File: config.mk
export PLATFORM = sky130hd
export DESIGN_NAME = fifo_wr_ctrl
export DESIGN_NICKNAME = d
export VERILOG_FILES = /design/src/rtl/fifo_wr_ctrl.sv
export SDC_FILE = /design/constraint.sdc
export NUM_CORES = 1
export LEC_CHECK = 0
export ABC_AREA = 1
export CORE_ASPECT_RATIO = 1.25
export CORE_MARGIN = 2
export CORE_UTILIZATION = 46
export CTS_BUF_LIST = sky130_fd_sc_hd__clkbuf_8
export CTS_CLUSTER_SIZE = 12
export DETAILED_ROUTE_END_ITERATION = 10
export HOLD_SLACK_MARGIN = 0.05
export PLACE_DENSITY = 0.88
export SLEW_MARGIN = 30
export SYNTH_ARGS = -nofsm -noshare
export SYNTH_HDL_FRONTEND = slang
export SYNTH_SLANG_ARGS = --single-unit
File: constraint.sdc
create_clock -name wr_clk -period 2 [get_ports wr_clk]
set_clock_uncertainty 0.05 [all_clocks]
set_input_delay 0.3 -clock wr_clk [delete_from_list [all_inputs] [get_ports wr_clk]]
set_output_delay 0.3 -clock wr_clk [all_outputs]
set_load 0.01 [all_outputs]
File: src/rtl/fifo_wr_ctrl.sv
// fifo_wr_ctrl: write-side controller that sits in front of an async FIFO.
// A 2-entry skid buffer (entry0 is the head) decouples the producer from the
// FIFO full flag so in_ready never depends on in_valid or fifo_full.
//
// Parameters:
//   WIDTH         data width, matches the downstream async FIFO
// Ports:
//   wr_clk        write-domain clock, rising edge
//   rst           synchronous active-high reset
//   flush         synchronous discard of buffered data
//   in_valid/in_data/in_ready   producer handshake
//   fifo_full     FIFO full flag (wr_clk domain)
//   fifo_wr_er    FIFO write-error flag
//   fifo_wr_en/fifo_wr_data     FIFO write port (data is always the head entry)
//   err_sticky    latched write error, cleared by rst or flush
//   wr_count      FIFO writes performed, wraps at 16'hFFFF
//   stall_count   cycles with data buffered but FIFO full, saturates at 16'hFFFF
//
// Build option: define FIFO_WR_CTRL_STATS_EN to build the statistics counters;
// without it wr_count and stall_count are tied to zero.

module fifo_wr_ctrl #(
    parameter int unsigned WIDTH = 8
) (
    input  logic             wr_clk,
    input  logic             rst,
    input  logic             flush,
    input  logic             in_valid,
    input  logic [WIDTH-1:0] in_data,
    output logic             in_ready,
    input  logic             fifo_full,
    input  logic             fifo_wr_er,
    output logic             fifo_wr_en,
    output logic [WIDTH-1:0] fifo_wr_data,
    output logic             err_sticky,
    output logic [15:0]      wr_count,
    output logic [15:0]      stall_count
);

    typedef enum logic [1:0] {StEmpty = 2'd0, StOne = 2'd1, StTwo = 2'd2} state_e;

    state_e           state_q, state_d;
    logic [WIDTH-1:0] entry0_q, entry0_d;
    logic [WIDTH-1:0] entry1_q, entry1_d;
    logic             err_q, err_d;
    logic             push, pop;

    // Ready is decoded from state only, so there is no in_valid -> in_ready path.
    assign in_ready   = ~rst & ~flush & ((state_q == StEmpty) | (state_q == StOne));
    assign fifo_wr_en = ~rst & ~flush & ~fifo_full & (state_q != StEmpty);
    assign fifo_wr_data = entry0_q;
    assign err_sticky = err_q;

    assign push = in_valid & in_ready;
    assign pop  = fifo_wr_en;

    always_comb begin
        state_d  = state_q;
        entry0_d = entry0_q;
        entry1_d = entry1_q;
        if (flush) begin
            state_d = StEmpty;
        end else begin
            unique case (state_q)
                StEmpty: begin
                    if (push) begin
                        state_d  = StOne;
                        entry0_d = in_data;
                    end
                end
                StOne: begin
                    case ({push, pop})
                        // Head leaves while new data arrives: new data becomes head.
                        2'b11: entry0_d = in_data;
                        2'b10: begin
                            state_d  = StTwo;
                            entry1_d = in_data;
                        end
                        2'b01: state_d = StEmpty;
                        default: ;
                    endcase
                end
                StTwo: begin
                    // in_ready is low in TWO, so only a pop can happen here.
                    if (pop) begin
                        state_d  = StOne;
                        entry0_d = entry1_q;
                    end
                end
                default: state_d = StEmpty;
            endcase
        end
    end

    always_comb begin
        err_d = err_q;
        if (flush) begin
            err_d = 1'b0;
        end else if (fifo_wr_er) begin
            err_d = 1'b1;
        end
    end

    always_ff @(posedge wr_clk) begin
        if (rst) begin
            state_q  <= StEmpty;
            entry0_q <= '0;
            entry1_q <= '0;
            err_q    <= 1'b0;
        end else begin
            state_q  <= state_d;
            entry0_q <= entry0_d;
            entry1_q <= entry1_d;
            err_q    <= err_d;
        end
    end

`ifdef FIFO_WR_CTRL_STATS_EN
    logic [15:0] wr_count_q, wr_count_d;
    logic [15:0] stall_count_q, stall_count_d;

    always_comb begin
        wr_count_d    = wr_count_q;
        stall_count_d = stall_count_q;
        if (pop) begin
            wr_count_d = wr_count_q + 16'd1;
        end
        if ((state_q != StEmpty) && fifo_full && (stall_count_q != 16'hFFFF)) begin
            stall_count_d = stall_count_q + 16'd1;
        end
    end

    always_ff @(posedge wr_clk) begin
        if (rst) begin
            wr_count_q    <= 16'h0000;
            stall_count_q <= 16'h0000;
        end else begin
            wr_count_q    <= wr_count_d;
            stall_count_q <= stall_count_d;
        end
    end

    assign wr_count    = wr_count_q;
    assign stall_count = stall_count_q;
`else
    assign wr_count    = 16'h0000;
    assign stall_count = 16'h0000;
`endif

endmodule

Word level (Yosys, flattened, before mapping)
Index checks and enable logic that the tools add are counted.

Register bits: 19. Input bits: 14.

Equal/unequal tests: 9. Multiplexer cells: 8. Bitwise logic cells: 9. Reductions and logical operators: 7.

Operator list (number): 2-to-1 mux 8 bit (3); case mux 8 bit (3 select lines) (1); equality test 2 bit (second input constant) (3); case mux 2 bit (3 select lines) (1); AND reduction 3 bit (2); AND 1 bit (5); AND reduction 5 bit (1); equality test 2 x 1 -> 1 bit (second input constant) (2); 2-to-1 mux 2 bit (2); != test 2 bit (second input constant) (2); case mux 2 bit (2 select lines) (1); != test 3 x 1 -> 1 bit (second input constant) (1); inverter 1 bit (3); nonzero test 3 bit (1); logical NOT 2 bit (1); != test 2 x 1 -> 1 bit (second input constant) (1); nonzero test 2 bit (1); OR reduction 2 bit (1); OR 1 bit (1).

Longest topological paths before layout
Depth in word-level cells: 7. Mapped depth: 9. Depth with buffers taken out: 8.

Worst setup path after synthesis
No wires, ideal clock.

Path kind: input -> register. Start point: input flush. End point: register entry1_q[0]. Library setup time: 0.113 ns. Arrival: 1.081 ns. Required time: 1.837 ns. Slack: 0.756 ns. Stages: 8. Path buffers: 0. Cell sequence: nor2_2 nand2_1 nor2_2 nor2_4 nand2_2 inv_2 nor2_1 nor2_1.

Word-level cells in the longest chain between the ends: 6. Elaborated cells on any way between the ends: 8. Those cells by class: eq/ne: 1; bitwise: 6; reduce/logical: 1.

RTL lines: start, declared (line 27) `input logic flush,`; inverter 1 bit (no source line); AND 1 bit (3 in a row) (line 50) `assign fifo_wr_en = ~rst & ~flush & ~fifo_full & (state_q != StEmpty);`; net fifo_wr_en (line 33) `output logic fifo_wr_en,`; equality test 2 bit (line 72) `case ({push, pop})`; AND reduction 3 bit (no source line); end signal, assigned (line 113) `entry1_q <= entry1_d;`; end, declared (line 44) `logic [WIDTH-1:0] entry1_q, entry1_d;`.

The timed path passes the listed nets, and every way through them passes these cells. A chain may end at the register's enable or synchronous reset.

Worst setup path in the final report
Start point: input rst. End point: output in_ready.

Word-level cells in the longest chain between the ends: 3.

RTL lines: start, declared (line 26) `input logic rst,`; inverter 1 bit (line 49) `assign in_ready = ~rst & ~flush & ((state_q == StEmpty) | (state_q == StOne));`; AND 1 bit (2 in a row) (line 49); end, declared (line 30) `output logic in_ready,`.

Every way passes these cells.

==> PnR_summary.wiki <==
{| class="wikitable"
! Metric !! Value
|-
| Maximum number of pins on one net before global-route repair || 17
|-
| Min cycle time layout || 1.88 ns
|-
| Netlist Area Pre-Place || 0.00125 sq mm
|-
| Post-Syn Instances || 185
|-
| Storage cell area || 380 sq um
|-
| Static Leak || 0.723 nW
|-
| Fraction of final layout cells with drive strength greater than 1 || 8.88%
|-
| Detailed router's first-iteration violation count || 14
|-
| Number of port buffers || 24
|-
| Die Y-Extent || 62.3 um
|-
| Routed len/inst || 9.46 um
|-
| Net Switching || 228 uW
|-
| Worst EP arrival || 1.53 ns
|-
| Combinational family with the most area after synthesis || simple AND/OR/NAND/NOR gates
|-
| Final Routed Wirelength || 2.35 mm
|-
| Final non-filler cell total || 248
|-
| Clock power frac || 30.7%
|-
| Cell types with the largest area share after synthesis || sky130_fd_sc_hd__dfxtp_1 (30%), sky130_fd_sc_hd__buf_4 (19%), sky130_fd_sc_hd__nand2_1 (11%)
|-
| Antenna-violating nets left || 0
|-
| Delay-heaviest family, CP || buffers and inverters
|-
| Worst stage delay on the critical path || 0.55 ns
|-
| Element type at the critical path start || input pin
|-
| Result of the run || finished, final reports clean
|-
| Initial cell density of the core || 47.7%
|-
| I/O pin count || 57
|-
| Final GP Congestion || 0.799
|-
| Number of H-tree levels || 1
|-
| Number of buffers created by CTS || 3
|-
| Share of total power consumed by net switching || 27.2%
|-
| Area Growth Syn to Fin || 17.4%
|-
| Maximum achievable frequency || 532 MHz
|-
| Count of buffers added by post-CTS timing repair for setup || 0
|-
| Clock insertion delay at the later pin of the skew report || 0.25 ns
|-
| Router iterations before antenna repair || 4
|-
| Final routed DRC violation total || 0
|-
| Final WS setup || 0.122 ns
|-
| Vias after detailed routing || 1114
|-
| Count of maximum capacitance violations || 0
|-
| Yosys reg bits || 19
|-
| Wire length of the first global-routing pass || 4.25 mm
|-
| Most used cell along the critical path || sky130_fd_sc_hd__clkdlybuf4s50_1
|-
| Setup slack, reg-to-reg || 0.43 ns
|-
| Worst-path fanout max || 2
|-
| Critical Path, Cell by Cell || clkdlybuf4s50_1 -> clkinv_1 -> nand2_1 -> nor2_1 -> clkdlybuf4s50_1
|-
| RSZ-0062 raised after global routing || no
|-
| Area share of xor/xnor cells in the synthesized design || 0%
|-
| # hold bufs at CTS || 0
|-
| Number of hold violations in the final report || 0
|-
| Most area-hungry cell type in the Yosys netlist || sky130_fd_sc_hd__dfxtp_1
|-
| Multi-input gate area || 651 sq um
|-
| Setup Slack @ Placement || 0.0503 ns
|-
| Count of unique library cells instantiated by Yosys || 21
|-
| Power density over cell area || 571 mW/mm^2
|-
| Ant diodes || 0
|-
| Register area share after synthesis || 30.4%
|-
| Required time of the critical path || 1.65 ns
|-
| Max-slew violation count || 0
|-
| Syn avg cell area || 6.77 sq um
|-
| Total instance count after detailed placement || 244
|-
| Via count of the first global-routing pass || 1077
|-
| Overall global routing resource usage || 16.8%
|-
| Root Buffer || sky130_fd_sc_hd__clkbuf_8
|-
| Simple logic cell fraction of the synthesized area || 41.2%
|-
| Path category of the worst min-delay check || flip-flop to flip-flop
|-
| Clock sink count || 19
|-
| Width of the die || 50.7 um
|-
| Fraction of the cycle the final worst path needs || 93.9%
|-
| Summed negative setup slack over all endpoints || 0 ns
|-
| Number of setup violations in the final report || 0
|-
| Adder-Cell Fraction of Synth Area || 0%
|-
| P_int || 612 uW
|-
| Clock tree from TritonCTS || yes
|-
| Vias per cell || 4.49
|-
| Complex-gate fraction of the synthesized area || 1.20%
|-
| Sort of element at the end of the critical path || primary output
|-
| Total power || 840 uW
|-
| Relative contribution of combinational cells to total power || 21.4%
|-
| Critical path class || input pin to primary output
|-
| Maximum vdd drop || 0.259 mV
|-
| Hpwl dp || 1.81 mm
|-
| Power share of the sequential group || 48.0%
|-
| Count of synthesis-stage warnings from yosys || 0
|-
| Maximum root-to-sink buffer count || 2
|-
| Antenna violations before repair || 0
|-
| Overflow after GRT || 0
|-
| Portion of synthesized cell area occupied by the leading cell type || 30.4%
|-
| Std-Cell Core Area || 0.00263 sq mm
|-
| FP Rows || 21
|-
| Share of cell area taken by muxes after synthesis || 0%
|-
| Number of nets in the layout || 229
|-
| Clock transition at path regs || 0.07 ns
|-
| Area of the die || 0.00316 sq mm
|-
| Highest-delay cell along the critical path || sky130_fd_sc_hd__clkdlybuf4s50_1
|-
| Worst path bufs/invs || 3
|-
| Final-layout fill cell count || 276
|-
| Core Util, Final || 56.0%
|}
## worst register-to-register path: cells and delay by family, from the launching register on
family	cells	cell delay, ns
and+or+nand+nor	4	0.44
DFF	1	0.33
buffers and inverters	4	0.64
## per-layer routing
layer / vias to the layer above / global-route usage [%] / part of all wire, %
met1: 495 / 16.7 / 36
met3: 6 / 1.44 / 5.5
li1: 569 / - / -
met2: 44 / 31.7 / 56
met4: 0 / 10.8 / 2.6
met5: - / 0 / 0
## area by class of cell
type	instances	area share, %
Multi-Input combinational cell	144	44.3
Sequential cell	19	25.9
Timing Repair Buffer	30	19.6
Inverter	17	4.34
Tap cell	34	2.89
Clock buffer	3	2.81
Clock inverter	1	0.255
## stage by stage
stage | cell area [sq um] | hold slack, ns
after floorplan | 1370 | 0.379
after global placement | 1420 | 0.411
after detailed placement | 1420 | 0.424
after CTS | 1470 | 0.438
after global routing | 1470 | 0.456
final | 1470 | 0.436
## registers in the layout, summed over array words and instances, names as in the netlist
| name | flops |
|---|---|
| err_sticky | 1 |
| state_q | 2 |
| fifo_wr_data | 8 |
| entry1_q | 8 |
## power by group through the flow
stage / clock [mW] / sequential [mW] / combinational, mW
final: 0.258 / 0.403 / 0.179
after global routing: 0.284 / 0.405 / 0.202
after CTS: 0.271 / 0.403 / 0.179
after detailed placement: 0 / 0.412 / 0.179
after global placement: 0 / 0.410 / 0.176
after floorplan: 0 / 0.418 / 0.145
## cells in the mapped netlist
cell type,n
sky130_fd_sc_hd__nor2_2,2
sky130_fd_sc_hd__nand3_2,1
sky130_fd_sc_hd__buf_4,32
sky130_fd_sc_hd__buf_6,1
sky130_fd_sc_hd__nand4_1,9
sky130_fd_sc_hd__nand3_1,10
sky130_fd_sc_hd__buf_2,1
sky130_fd_sc_hd__clkbuf_1,1
sky130_fd_sc_hd__conb_1,1
sky130_fd_sc_hd__a21oi_1,3
sky130_fd_sc_hd__nand2_2,3
sky130_fd_sc_hd__clkbuf_8,1
sky130_fd_sc_hd__nand2_1,37
sky130_fd_sc_hd__nand3b_1,8
sky130_fd_sc_hd__nor2_4,2
sky130_fd_sc_hd__nand2_4,1
sky130_fd_sc_hd__nor2_1,36
sky130_fd_sc_hd__inv_2,1
sky130_fd_sc_hd__inv_1,14
sky130_fd_sc_hd__dfxtp_1,19
sky130_fd_sc_hd__clkinv_1,2
## path summary, 6_finish.rpt
path | depth (start not counted) | end | start
setup / recovery | 5 | in_ready | rst
hold / removal | 2 | fifo_wr_data[6] | fifo_wr_data[6]
setup reg to reg | 8 | entry1_q[3] | state_q[1]
hold reg to reg | 2 | fifo_wr_data[6] | fifo_wr_data[6]
## what timing repair did
action                                 in CTS  in global routing
setup endpoints to repair                   0                  1
endpoints found under the hold margin       0                  0
resized for setup                           0                  1
## cells by family (layout without fill, tap and decap cells)
kind of cell | count (synthesis) | in the layout
buffers and inverters | 53 | 51
AO/OA/AOI/OAI | 3 | 3
flip-flops | 19 | 19
other | 1 | 32
AND/OR/NAND/NOR | 109 | 109
## layout by cell type (no fill, tap or decap)
cell type | synthesis | routed
sky130_fd_sc_hd__a21oi_1 | 3 | 3
sky130_fd_sc_hd__buf_4 | 32 | 6
sky130_fd_sc_hd__clkbuf_8 | 1 | 3
sky130_fd_sc_hd__clkdlybuf4s50_1 | 0 | 23
sky130_fd_sc_hd__clkinv_1 | 2 | 2
sky130_fd_sc_hd__conb_1 | 1 | 32
sky130_fd_sc_hd__dfxtp_1 | 19 | 19
sky130_fd_sc_hd__dlymetal6s2s_1 | 0 | 1
sky130_fd_sc_hd__inv_1 | 14 | 15
sky130_fd_sc_hd__inv_2 | 1 | 1
sky130_fd_sc_hd__nand2_1 | 37 | 37
sky130_fd_sc_hd__nand2_2 | 3 | 3
sky130_fd_sc_hd__nand2_4 | 1 | 1
sky130_fd_sc_hd__nand3_1 | 10 | 10
sky130_fd_sc_hd__nand3_2 | 1 | 1
sky130_fd_sc_hd__nand3b_1 | 8 | 8
sky130_fd_sc_hd__nand4_1 | 9 | 9
sky130_fd_sc_hd__nor2_1 | 36 | 36
sky130_fd_sc_hd__nor2_2 | 2 | 2
sky130_fd_sc_hd__nor2_4 | 2 | 2
Note: power is estimated with default switching activity, not from simulation.
==> patch 1 (config.mk and constraints unchanged) <==
Encoding of `state_e`: now one-hot (3 bits for 3 states).
--- a/src/rtl/fifo_wr_ctrl.sv
+++ b/src/rtl/fifo_wr_ctrl.sv
@@ -37,7 +37,7 @@
     output logic [15:0]      stall_count
 );
 
-    typedef enum logic [1:0] {StEmpty = 2'd0, StOne = 2'd1, StTwo = 2'd2} state_e;
+    typedef enum logic [2:0] {StEmpty = 3'b001, StOne = 3'b010, StTwo = 3'b100} state_e;
 
     state_e           state_q, state_d;
     logic [WIDTH-1:0] entry0_q, entry0_d;
Formal check against the unedited RTL: same outputs for any inputs over 10 cycles, from zero or initial values and one cycle with rst high; not proved beyond that.
==> patch 1 against the original RTL <==
- area after synthesis grew 8.4%
- cell area grew 13%
- sequential power grew 4%
- sequential cell count grew 1
- first-iteration DRC count grew to 2.9 times the old value
- maximum frequency shrank 3.5%
- worst setup slack lost 0.067 ns
- total power grew 22%
- routed wire length grew 6.0%
- sequential share of layout area shrank 1.6 points
- largest power group unchanged
==> patch 1: results <==
group,metric,value,unit
status,outcome,"completed",
sta,fmax,0.514,GHz
grt,grt_usage,15.4,%
finish,clkCellAreaFrac,4.31,%
power,comb_power_share,19.1,%
placement,place_area,1560,sq um
finish,nNonClkBuffers,34,
floorplan,coreArea,2860,sq um
placement,place_ws,-0.0251,ns
sta,holdWs,0.434,ns
finish,nNonClkInverters,22,
worst_setup_path,r2r_end,"fifo_wr_data[2]$_SDFFE_PP0P_",
worst_setup_path,endpoint,"fifo_wr_en",
worst_setup_path,r2r_cells,10,
routing,drt_iter0_drc,41,
placement,hpwlAfterDp,1.92,mm
placement,dp_cells,256,
worst_setup_path,critPathMaxStageDelay,0.53,ns
power,p_leak,0.800,nW
routing,wl_per_cell,9.46,microns
power,ir_drop,0.000372,V
finish,multi_input_area,742,sq um
grt,grt_pass1_vias,1019,
power,p_sw,257,uW
worst_setup_path,r2r_start,"state_q[2]$_SDFFE_PP0P_",
logic_synthesis,synth_cell_types,26,
worst_setup_path,crit_start,"fifo_full",
finish,register_area,402,sq um
finish,post-route-util,57.9,%
routing,via_count,1161,
hold_path,hold_start,"err_sticky$_SDFFE_PP0P_",
worst_setup_path,rrSetupSlack,0.35,ns
power,p_sw_share,25.2,%
worst_setup_path,cp_data_arrival_time,1.60,ns
routing,drt-total-wl,2.49,mm
-- patch 1: cell types whose count changed after synthesis, moves of 2 or more --
cell | unedited run | this run
clkinv_1 | 2 | 0
inv_1 | 14 | 18
o21ai_0 | 0 | 9
nor2_8 | 0 | 2
o21ai_2 | 0 | 2
inv_2 | 1 | 3
nand3b_1 | 8 | 0
nand3_2 | 1 | 3
nand4_1 | 9 | 2
-- patch 1: per-layer routing --
layer  vias to the layer above  wire length, microns  share of wire (%)  track usage (%)
li1                        604                     -                  -                -
met1                       512                   956                 38             17.2
met2                        43                  1360                 55             28.9
met3                         2                   146                5.9             2.07
met4                         0                    19               0.76             4.49
met5                         -                     0                  0                0
-- patch 1: worst reg2reg max path: stages, from the launching register on --
cell and delay, ns:
dfxtp_1 0.34, nor2_1 0.15, nand2_2 0.13, buf_4 0.17
buf_4 0.14, nand3_4 0.08, nand2_4 0.06, nor2_4 0.19
nand3_1 0.11, nand2_1 0.08, nor2_1 0.05
==> patch 2 (config.mk and constraints unchanged) <==
Made on the original files. Change the parameter `WIDTH` from 8 to 10.
--- a/src/rtl/fifo_wr_ctrl.sv
+++ b/src/rtl/fifo_wr_ctrl.sv
@@ -20,7 +20,7 @@
 // without it wr_count and stall_count are tied to zero.
 
 module fifo_wr_ctrl #(
-    parameter int unsigned WIDTH = 8
+    parameter int unsigned WIDTH = 10
 ) (
     input  logic             wr_clk,
     input  logic             rst,
Interface: changed (resized fifo_wr_data and in_data); port bits go from 57 to 61. No check against the original RTL was run, so the function may have changed too.
==> patch 2 against the original RTL <==
- cell area increased by 21%
- sequential cell count increased by 4
- total power increased by 15%
- sequential power increased by 20%
- routed wire length increased by 19%
- worst setup slack got worse by 0.059 ns
- synthesized cell count increased by 24%
- area after synthesis increased by 21%
- register-to-register slack improved by 0.09 ns
- critical endpoint is now fifo_wr_en
- highest routed layer unchanged
==> patch 2: results <==
group,metric,value,unit
hold_path,hold_start,"entry1_q[1]$_SDFFE_PP0P_",
power,p_leak,0.917,nW
logic_synthesis,synth_cell_types,20,
logic_synthesis,synth-seq-area-share,30.4,%
power,power.internal,705,uW
worst_setup_path,endpoint,"fifo_wr_en",
worst_setup_path,critPathMaxStageDelay,0.52,ns
logic_synthesis,synth_compound_area_share,0.990,%
worst_setup_path,crit_start,"flush",
finish,layout.nets,275,
placement,hpwlAfterDp,2.19,mm
placement,place_ws,0.0629,ns
grt,grt_pass1_vias,1115,
placement,io_buffers,28,
logic_synthesis,synthTopCellsByCount,"45 x nand2_1, 44 x nor2_1, 37 x buf_4, 27 x inv_1, 23 x dfxtp_1",
routing,routed_via_density,4.58,
hold_path,hold_end,"entry1_q[1]$_SDFFE_PP0P_",
sta,holdWs,0.422,ns
finish,drive_gt1_share,9.30,%
power,ir_drop,0.000350,V
routing,drt-total-wl,2.79,mm
grt,grt_usage,15.4,%
grt,grt_pass1_wl,4.69,mm
power,power_density,544,nW/um^2
worst_setup_path,rrSetupSlack,0.52,ns
placement,place_area,1730,sq um
finish,final.fill_count,299,
sta,worst_slack,0.0624,ns
placement,globalplace.congestion,0.814,
status,outcome,"completed",
power,combinationalPower,200,uW
grt,grt_max_degree,21,
## patch 2: cell count changes in the layout (fill, tap and decap cells not counted), moves of 2 or more
| cell | unedited run | this run |
|---|---|---|
| nand3_2 | 1 | 3 |
| dfxtp_1 | 19 | 23 |
| buf_4 | 6 | 8 |
| nand2_2 | 3 | 1 |
| inv_1 | 15 | 27 |
| nand3b_1 | 8 | 0 |
| inv_2 | 1 | 3 |
| clkdlybuf4s50_1 | 23 | 28 |
| nor2_2 | 2 | 0 |
| nand4_1 | 9 | 21 |
| nor2_1 | 36 | 44 |
| nand2_1 | 37 | 45 |
| clkinv_1 | 2 | 0 |
## patch 2: per-layer routing
metal	GRT usage [%]	vias up	part of all wire, %	wire (microns)
met5	0	-	0	0
met4	7.62	0	2.3	64
met3	1.13	6	5.7	159
met2	30.8	51	52	1450
met1	16.3	587	40	1110
li1	-	706	-	-
## patch 2: logic make-up (layout without fill, tap and decap cells)
| logic type | Yosys count | after routing |
|---|---|---|
| flip-flops | 23 | 23 |
| AO/OA/AOI/OAI | 3 | 3 |
| buffers and inverters | 73 | 71 |
| AND/OR/NAND/NOR | 129 | 129 |
| other | 1 | 32 |
## patch 2: tightest hold or removal path, delay by kind of cell, from the launching register on
family        cells  cell delay (ns)
simple gates      2             0.11
flops             1             0.33
## patch 2: final cells by class
class | count | area [sq um] | area share [%]
Sequential cell | 23 | 460 | 25.9
Inverter | 30 | 113 | 6.32
Tap cell | 37 | 46.3 | 2.60
Clock inverter | 1 | 5.00 | 0.281
Clock buffer | 3 | 41.3 | 2.32
Multi-Input combinational cell | 164 | 754 | 42.4
Timing Repair Buffer | 37 | 360 | 20.2
## patch 2: through the flow
stage	util (%)	instances
detailed placement	54.8	291
floorplan	-	260
global route	56.2	295
CTS	56.2	295
finish	56.2	295
global placement	54.8	291
